**config.mk**
```make
export PLATFORM = sky130hd
export DESIGN_NAME = np_frame_sequencer
export DESIGN_NICKNAME = d
export VERILOG_FILES = /design/src/rtl/np_pkg.sv /design/src/rtl/np_pixel_color.sv /design/src/rtl/np_frame_sequencer.sv
export SDC_FILE = /design/constraint.sdc
export NUM_CORES = 1
export LEC_CHECK = 0
export ABC_AREA = 0
export CAP_MARGIN = 20
export CORE_MARGIN = 3
export CORE_UTILIZATION = 55
export CTS_BUF_LIST = sky130_fd_sc_hd__clkbuf_4 sky130_fd_sc_hd__clkbuf_8
export CTS_CLUSTER_SIZE = 14
export DETAILED_ROUTE_END_ITERATION = 10
export HOLD_SLACK_MARGIN = 0.15
export PLACE_DENSITY = 0.95
export SLEW_MARGIN = 25
export SYNTH_ARGS = -nofsm -noshare
export SYNTH_HDL_FRONTEND = slang
export SYNTH_SLANG_ARGS = --single-unit
export TNS_END_PERCENT = 1
```
**constraint.sdc**
```tcl
create_clock -name CLOCK_50 -period 3.5 [get_ports CLOCK_50]
set_clock_uncertainty 0.2 [all_clocks]
set_input_delay 0.35 -clock CLOCK_50 [delete_from_list [all_inputs] [get_ports CLOCK_50]]
set_output_delay 0.35 -clock CLOCK_50 [all_outputs]
set_load 0.1 [all_outputs]
```
**src/rtl/np_pkg.sv**
```systemverilog
// np_pkg: shared state encoding and colour constants for the NeoPixel frame sequencer
package np_pkg;
  typedef enum logic [2:0] {IDLE, WAIT_READY, LOAD, GO, WAIT_ACK, WAIT_DONE} state_t;
  typedef struct packed {
    logic [7:0] r;
    logic [7:0] g;
    logic [7:0] b;
  } rgb_t;
  localparam rgb_t BALL_RGB   = '{r: 8'h20, g: 8'h20, b: 8'h20};
  localparam rgb_t LPAD_RGB   = '{r: 8'h00, g: 8'h00, b: 8'h30};
  localparam rgb_t RPAD_RGB   = '{r: 8'h30, g: 8'h00, b: 8'h00};
  localparam rgb_t CENTER_RGB = '{r: 8'h00, g: 8'h04, b: 8'h00};
  localparam rgb_t OFF_RGB    = '{r: 8'h00, g: 8'h00, b: 8'h00};
endpackage

```
**src/rtl/np_pixel_color.sv**
```systemverilog
// np_pixel_color: priority colour of one strand pixel from the frame snapshot
module np_pixel_color
  import np_pkg::*;
#(
  parameter int NUM_NPX = 17,
  localparam int PW = $clog2(NUM_NPX)
) (
  input  logic [PW-1:0] idx,
  input  logic [PW-1:0] ball_pos,
  input  logic          ball_valid,
  input  logic          left_flash,
  input  logic          right_flash,
  output rgb_t          rgb
);
  // ball beats paddles beats centre line; an off-strand ball position is never drawn
  always_comb
    rgb = (ball_valid && 32'(ball_pos) < NUM_NPX && idx == ball_pos) ? BALL_RGB :
          (idx == '0 && left_flash)                     ? LPAD_RGB :
          (idx == PW'(NUM_NPX - 1) && right_flash)      ? RPAD_RGB :
          (idx == PW'(NUM_NPX / 2))                     ? CENTER_RGB : OFF_RGB;
endmodule

```
**src/rtl/np_frame_sequencer.sv**
```systemverilog
// np_frame_sequencer: snapshots game state and streams one frame of pixel loads to the NeoPixel controller
module np_frame_sequencer
  import np_pkg::*;
#(
  parameter int NUM_NPX = 17,
  parameter int REFRESH_CYCLES = 833333,
  localparam int PW = $clog2(NUM_NPX)
) (
  input  logic          CLOCK_50,
  input  logic          reset,
  input  logic          frame_req,
  input  logic [PW-1:0] ball_pos,
  input  logic          ball_valid,
  input  logic          left_flash,
  input  logic          right_flash,
  input  logic          np_ready,
  output logic [7:0]    red,
  output logic [7:0]    green,
  output logic [7:0]    blue,
  output logic [PW-1:0] pixel,
  output logic          load,
  output logic          go,
  output logic          busy,
  output logic          frame_done
);
  localparam int CW = REFRESH_CYCLES > 1 ? $clog2(REFRESH_CYCLES) : 1;
  logic [CW-1:0] cnt;
  logic tick, start, pending;
  state_t state, state_n;
  logic [PW-1:0] idx, idx_n, ball_pos_s;
  logic ball_valid_s, left_flash_s, right_flash_s;
  rgb_t col;
  assign tick = (REFRESH_CYCLES != 0) && (cnt == CW'(REFRESH_CYCLES - 1));
  assign start = (state == IDLE) && (pending || frame_req || tick);
  // free-running refresh counter, held at zero when auto-refresh is disabled
  always_ff @(posedge CLOCK_50)
    cnt <= (reset || tick || REFRESH_CYCLES == 0) ? '0 : cnt + 1'b1;
  // next-state and pixel index sequencing
  always_comb begin
    state_n = state;
    idx_n = idx;
    case (state)
      IDLE:       state_n = start ? WAIT_READY : IDLE;
      WAIT_READY: begin
        state_n = np_ready ? LOAD : WAIT_READY;
        idx_n = np_ready ? '0 : idx;
      end
      LOAD: begin
        state_n = (idx == PW'(NUM_NPX - 1)) ? GO : LOAD;
        idx_n = idx + 1'b1;
      end
      GO:         state_n = WAIT_ACK;
      WAIT_ACK:   state_n = np_ready ? WAIT_ACK : WAIT_DONE;
      WAIT_DONE:  state_n = np_ready ? IDLE : WAIT_DONE;
      default:    state_n = IDLE;
    endcase
  end
  // state, request latch, snapshot and registered completion pulse
  always_ff @(posedge CLOCK_50) begin
    if (reset) begin
      state <= IDLE;
      idx <= '0;
      pending <= 1'b0;
      ball_pos_s <= '0;
      ball_valid_s <= 1'b0;
      left_flash_s <= 1'b0;
      right_flash_s <= 1'b0;
      frame_done <= 1'b0;
    end else begin
      state <= state_n;
      idx <= idx_n;
      pending <= start ? 1'b0 : (pending || frame_req || tick);
      frame_done <= (state == WAIT_DONE) && np_ready;
      if (start) begin
        ball_pos_s <= ball_pos;
        ball_valid_s <= ball_valid;
        left_flash_s <= left_flash;
        right_flash_s <= right_flash;
      end
    end
  end
  np_pixel_color #(.NUM_NPX(NUM_NPX)) u_color (
    .idx(idx),
    .ball_pos(ball_pos_s),
    .ball_valid(ball_valid_s),
    .left_flash(left_flash_s),
    .right_flash(right_flash_s),
    .rgb(col)
  );
  assign load = (state == LOAD);
  assign go = (state == GO);
  assign busy = (state != IDLE);
  assign pixel = load ? idx : '0;
  assign {red, green, blue} = load ? col : OFF_RGB;
endmodule

```
==> impl_metrics.ini, run 1 <==
[outcome]
status = complete, no violations

[sta]
maxSlewViolCount = 0
period_share_pct = 75.6
fmax_mhz = 378
rsz0062_at_grt = false
min_period_ns = 2.65
timing.slew.headroom_pct = 34.8
setup_viol = 0
worst_pin_slew_ns = 0.975
final_hold_viol_count = 0

[finish]
fin_nets = 281
layout-drive-gt1-share_pct = 9.77
diodes = 0
final_cells = 312
nFillCells = 290
area_growth_pct = 12.9

[clock_network]
cts_tree = yes
cts_max_path_buffers = 2
cts_setup_buffers = 0
cts.clk_slew.worst_paths_ns = 0.08
insertion_delay_ns = 0.29
ctsResizeCount = 0
numCtsBuffers = 5
cts_sinks = 38
h-tree-depth = 2
cts_hold_buf = 0
cts-root-buf = clkbuf_8

[logic_synthesis]
yosysSeqAreaShare_pct = 37.4
synth_cell_types = 43
yosys_most_used_dff = dfxtp_1
ys_warn_count = 0
async_reset_ff_share_pct = 0
synth_top_area_share_pct = 37.4
syn_inst = 244
synth_top_area_cell = dfxtp_1
syn_area_sq_um = 2030
synth_edf_count = 0
ys_ff_latch = 38
ys_top_cells_by_area = dfxtp_1 37%, buf_4 6.6%, nor2_1 6.6%, nand2b_1 6.5%, xor2_1 6.5%
syn_avg_cell_area_sq_um = 8.34

[critical_path]
r2r_cells = 4
critical_path.top_delay_family = buffers and inverters
r2r_end = ball_pos_s[3]$_SDFFE_PP0P_
critPathCaptureType = output port
reg2reg_from = cnt[16]$_SDFF_PP0_
rrSetupSlack_ns = 1.27
crit_path_start_kind = flip-flop
crit_buf_inv = 2
cp_cell_sequence = nor3_1, inv_1, clkdlybuf4s50_1
path_max_fanout = 8
crit_arrival_ns = 2.10
required_ns = 2.95
worst_path_max_delay_cell = clkdlybuf4s50_1
worstSetupPathType = reg -> out
critPathMaxStageDelay_ns = 0.98

[pwr]
p_leak_nw = 0.895
power.density_nw_per_um2 = 427
ir_drop_mv = 0.232
p_total_mw = 0.981

[worst_hold_path]
hold_depth = 1
hp-start = cnt[0]$_SDFF_PP0_
hold_path_class = reg -> reg
whs_endpoint = cnt[0]$_SDFF_PP0_

[detailed_routing]
routed_via_density = 5.24
vias = 1636
drc = 0
detail_route.first_pass.iterations = 5
drt-total-wl_mm = 3.71
drtIter0Drc = 88
avgRoutedWirePerCell_um = 11.9
ant_nets = 0

[placement]
gp_congestion = 0.817
port_buffers = 26
dp.cells = 304
post-dp-hpwl_mm = 2.72

[die]
die_h_um = 66.8
die-width_um = 66.8
core_sq_um = 3440
initial_core_util_pct = 59.1
row_count = 21
die_area_sq_um = 4460
io_pins = 45

[global_routing]
grt_pass1_wl_mm = 6.27
grt_max_degree = 27
grt_antenna_before_repair = 0
grt_util_all_layers_pct = 18.1
grt_pass1_vias = 1583
overflow = 0

[flow_run]
timing.max_cap.violations = 0
-- sequential cells by signal, summed over array words and instances, names as in the netlist --
| register | cells |
|---|---|
| frame_done | 1 |
| idx | 5 |
| cnt | 20 |
| left_flash_s | 1 |
| right_flash_s | 1 |
| pending | 1 |
| ball_valid_s | 1 |
| state | 3 |
| ball_pos_s | 5 |
-- cells in the mapped netlist, drive strengths merged (5+ instances only) --
cell     n
dfxtp   38
mux2i    8
buf     22
nor2    36
xor2    15
a21oi    8
nand2b  21
nand3    8
nand2   18
and2     5
clkbuf   8
inv      9
-- how the worst max path moves through the flow --
stage	from	endpoint	depth (start not counted)
CTS	state[1]$_SDFF_PP0_	busy	3
floorplan	state[1]$_SDFF_PP0_	blue[4]	6
global placement	state[1]$_SDFF_PP0_	busy	3
finish	state[1]$_SDFF_PP0_	busy	3
detailed placement	state[1]$_SDFF_PP0_	busy	3
global route	state[1]$_SDFF_PP0_	busy	3
-- stage by stage --
stage          hold slack (ns)  setup slack [ns]  instance area (sq um)  setup TNS (ns)  util, %
5_1_grt                  0.310             0.762                   2300               0     66.7
4_1_cts                  0.280             0.858                   2300               0     66.7
3_5_place_dp             0.263              1.19                   2200               0     63.9
2_1_floorplan            0.225            -0.381                   2100           -1.14        -
6_report                 0.269             0.854                   2300               0     66.7
3_3_place_gp             0.238              1.23                   2200               0     63.9
-- placed cells by master (no fill, tap or decap), types with 2 or more instances in the layout --
cell and count:
nand2_1 18, ha_1 4, xnor2_1 4, a311oi_1 2
and3_1 2, and2_1 5, nand2b_1 21, inv_1 8
nand3b_1 3, mux2i_1 8, a21oi_1 8, and4_1 4
o21a_1 2, clkdlybuf4s50_1 13, buf_4 14, nor2_1 36
clkbuf_8 6, dfxtp_1 38, nor3b_1 2, nand4_1 4
nor3_1 4, conb_1 18, nand3_1 8, xor2_1 15
-- cell type report --
cell class	instances	area, sq um	area share (%)
well taps	46	57.6	2.51
clock buffers	6	82.6	3.60
repair buffers	27	235	10.2
multi-input cells	184	1110	48.5
flip-flops and latches	38	761	33.1
clock inverters	2	12.5	0.545
inverters	9	33.8	1.47
-- layer usage --
metal / track usage [%] / vias up / wire [um]
met5: 0 / - / 0
met4: 9.90 / 0 / 41
met3: 3.88 / 4 / 276
met2: 32.1 / 62 / 1820
met1: 19.9 / 759 / 1570
li1: - / 811 / -
-- worst reg2reg max path, stage by stage (launching register included) --
cell and delay, ns:
dfxtp_1 0.34, or4_4 0.55, nor4_4 0.31, o31a_1 0.51, mux2i_1 0.24
-- where the power goes --
| part | total [mW] | switching (mW) | leakage [nW] | internal (mW) |
|---|---|---|---|---|
| Sequential | 0.465 | 0.0159 | 0.309 | 0.449 |
| Combinational | 0.207 | 0.158 | 0.539 | 0.0492 |
| Clock | 0.309 | 0.151 | 0.0472 | 0.158 |
-- cell families after synthesis --
kind of cell	after synthesis	synth area share, %
compound gates	21	6.95
xor+xnor	19	8.18
simple gates	114	29.9
fa+ha+maj	4	2.46
mux	8	3.94
other cells	1	0.184
buf+inv	39	11.0
flops	38	37.4
No activity file was read; power rests on OpenSTA's default activity.
==> run 2, diff against run 1 <==
Settings changed: CORE_UTILIZATION 55 to 47, PLACE_DENSITY 0.95 to 0.88.
Clock period 3.5 ns to 2.3 ns, I/O delays scaled along.
==> impl_metrics.ini, run 2 (synthesized netlist as in run 1, its figures left out) <==
[die]
core_sq_um = 4090
initial_core_util_pct = 49.8
row_count = 23
die-width_um = 71.8
die_h_um = 71.8
io_pins = 45
die_area_sq_um = 5150

[worst_hold_path]
hold_depth = 1
hold_path_class = reg -> reg

[global_routing]
grt_antenna_before_repair = 0
use_met1_pct = 16.4
grt_util_all_layers_pct = 15.5
grt_max_degree = 21
grt_pass1_wl_mm = 6.25
top_usage_layer = met2
gr-usage-met3_pct = 5.33
overflow = 0
grt_use_met2_pct = 28.9
grt_pass1_vias = 1423

[outcome]
status = complete, no violations

[detailed_routing]
drc = 0
ant_nets = 0
drtIter0Drc = 83
vias = 1597
routed_via_density = 5.01
drt-total-wl_mm = 3.98
detail_route.first_pass.iterations = 4
avgRoutedWirePerCell_um = 12.5

[sta]
period_share_pct = 96.5
maxSlewViolCount = 0
final_hold_viol_count = 0
fmax_mhz = 450
setup_viol = 0
holdWs_ns = 0.267
min_period_ns = 2.22
rsz0062_at_grt = true
tns_ns = 0
fin_ws_ns = 0.0801

[finish]
largest_register = cnt
layout-drive-gt1-share_pct = 16.0
fin_nets = 285
area_growth_pct = 23.9
reg_top3 = cnt: 20 flops, ball_pos_s: 5 flops, idx: 5 flops
largest_reg_flops = 20
layout_common_cells = 35 x dfxtp_1, 32 x nor2_1, 21 x nand2b_1
diodes = 0
final_common_cell = dfxtp_1

[critical_path]
required_ns = 1.87
path_max_fanout = 6
crit_buf_inv = 2
crit_path_start_kind = flip-flop
r2r_cells = 5
worst_path_max_delay_cell = dfxtp_1
critPathMaxStageDelay_ns = 0.36
crit_cells = 6
critical_path.top_delay_family = simple AND/OR/NAND/NOR gates
worstSetupPathType = reg -> out
cp_cell_sequence = inv_1, ha_1, nor4b_4, nand2_1, a21oi_2, buf_12
crit_arrival_ns = 1.79
critPathCaptureType = output port

[clock_network]
numCtsBuffers = 5
cts_sinks = 38
cts_hold_buf = 0
cts-root-buf = clkbuf_8
cts.clk_slew.worst_paths_ns = 0.07
h-tree-depth = 2
cts_tree = yes
cts_setup_buffers = 0
cts_max_path_buffers = 2
insertion_delay_ns = 0.29

[pwr]
clkPwrFrac_pct = 28.8
switchingPower_mw = 0.496
pwr-share-seq_pct = 48.1
combPwrFrac_pct = 23.1
p_leak_nw = 0.961
power.density_nw_per_um2 = 584
intPower_mw = 0.975
swShare_pct = 33.7
ir_drop_mv = 0.544

[placement]
gp_congestion = 0.764
post-dp-hpwl_mm = 2.89
port_buffers = 26
place_ws_ns = 0.263

[flow_run]
timing.max_cap.violations = 0
-- run 2: through the flow --
stage | area, sq um | instances | util (%) | power [mW]
finish | 2520 | 319 | 61.7 | 1.47
global route | 2520 | 319 | 61.7 | 1.54
CTS | 2510 | 319 | 61.4 | 1.49
detailed placement | 2410 | 312 | 59.1 | 1.06
global placement | 2410 | 312 | 59.1 | 1.05
floorplan | 2130 | 261 | - | 1.02
-- run 2: worst reg2reg max path, delay by kind of cell, from the launching register on --
family	cells	cell delay, ns
buf+inv	1	0.20
mux	1	0.23
compound gates	1	0.16
simple gates	2	0.85
flops	1	0.34
-- run 2: path summary, 6_finish.rpt --
| kind | startpoint | end | slack [ns] |
|---|---|---|---|
| worst min register to register | cnt[0]$_SDFF_PP0_ | cnt[0]$_SDFF_PP0_ | 0.27 |
| worst max-delay path | idx[1]$_SDFFE_PP0P_ | red[5] | 0.08 |
| worst max register to register | cnt[16]$_SDFF_PP0_ | left_flash_s$_SDFFE_PP0P_ | 0.25 |
| worst min-delay path | cnt[0]$_SDFF_PP0_ | cnt[0]$_SDFF_PP0_ | 0.27 |
-- run 2: cell type report --
class                      instances  area (sq um)
fill                             338          1570
multi-input combinational        184          1170
sequential                        38           767
timing repair buffer              31           410
clock buffer                       5          68.8
tap                               50          62.6
inverter                           9          33.8
clock inverter                     2          10.0
-- run 2: repair_timing --
| action | in CTS | in global routing |
|---|---|---|
| gates resized for setup | 4 | 4 |
| gates cloned | 0 | 0 |
| pin swaps | 0 | 1 |
| setup endpoints to repair | 5 | 5 |
-- run 2: per-layer routing --
metal	share of wire, %	wire [um]	up-vias
li1	-	-	823
met1	41	1620	732
met2	53	2130	38
met3	5.0	198	4
met4	1.0	40	0
met5	0	0	-
-- run 2: power groups by stage --
stage / logic (mW) / clock network, mW / registers [mW]
after CTS: 0.340 / 0.440 / 0.708
after floorplan: 0.305 / 0 / 0.713
after detailed placement: 0.338 / 0 / 0.722
after global routing: 0.359 / 0.468 / 0.711
final: 0.340 / 0.424 / 0.708
after global placement: 0.333 / 0 / 0.721
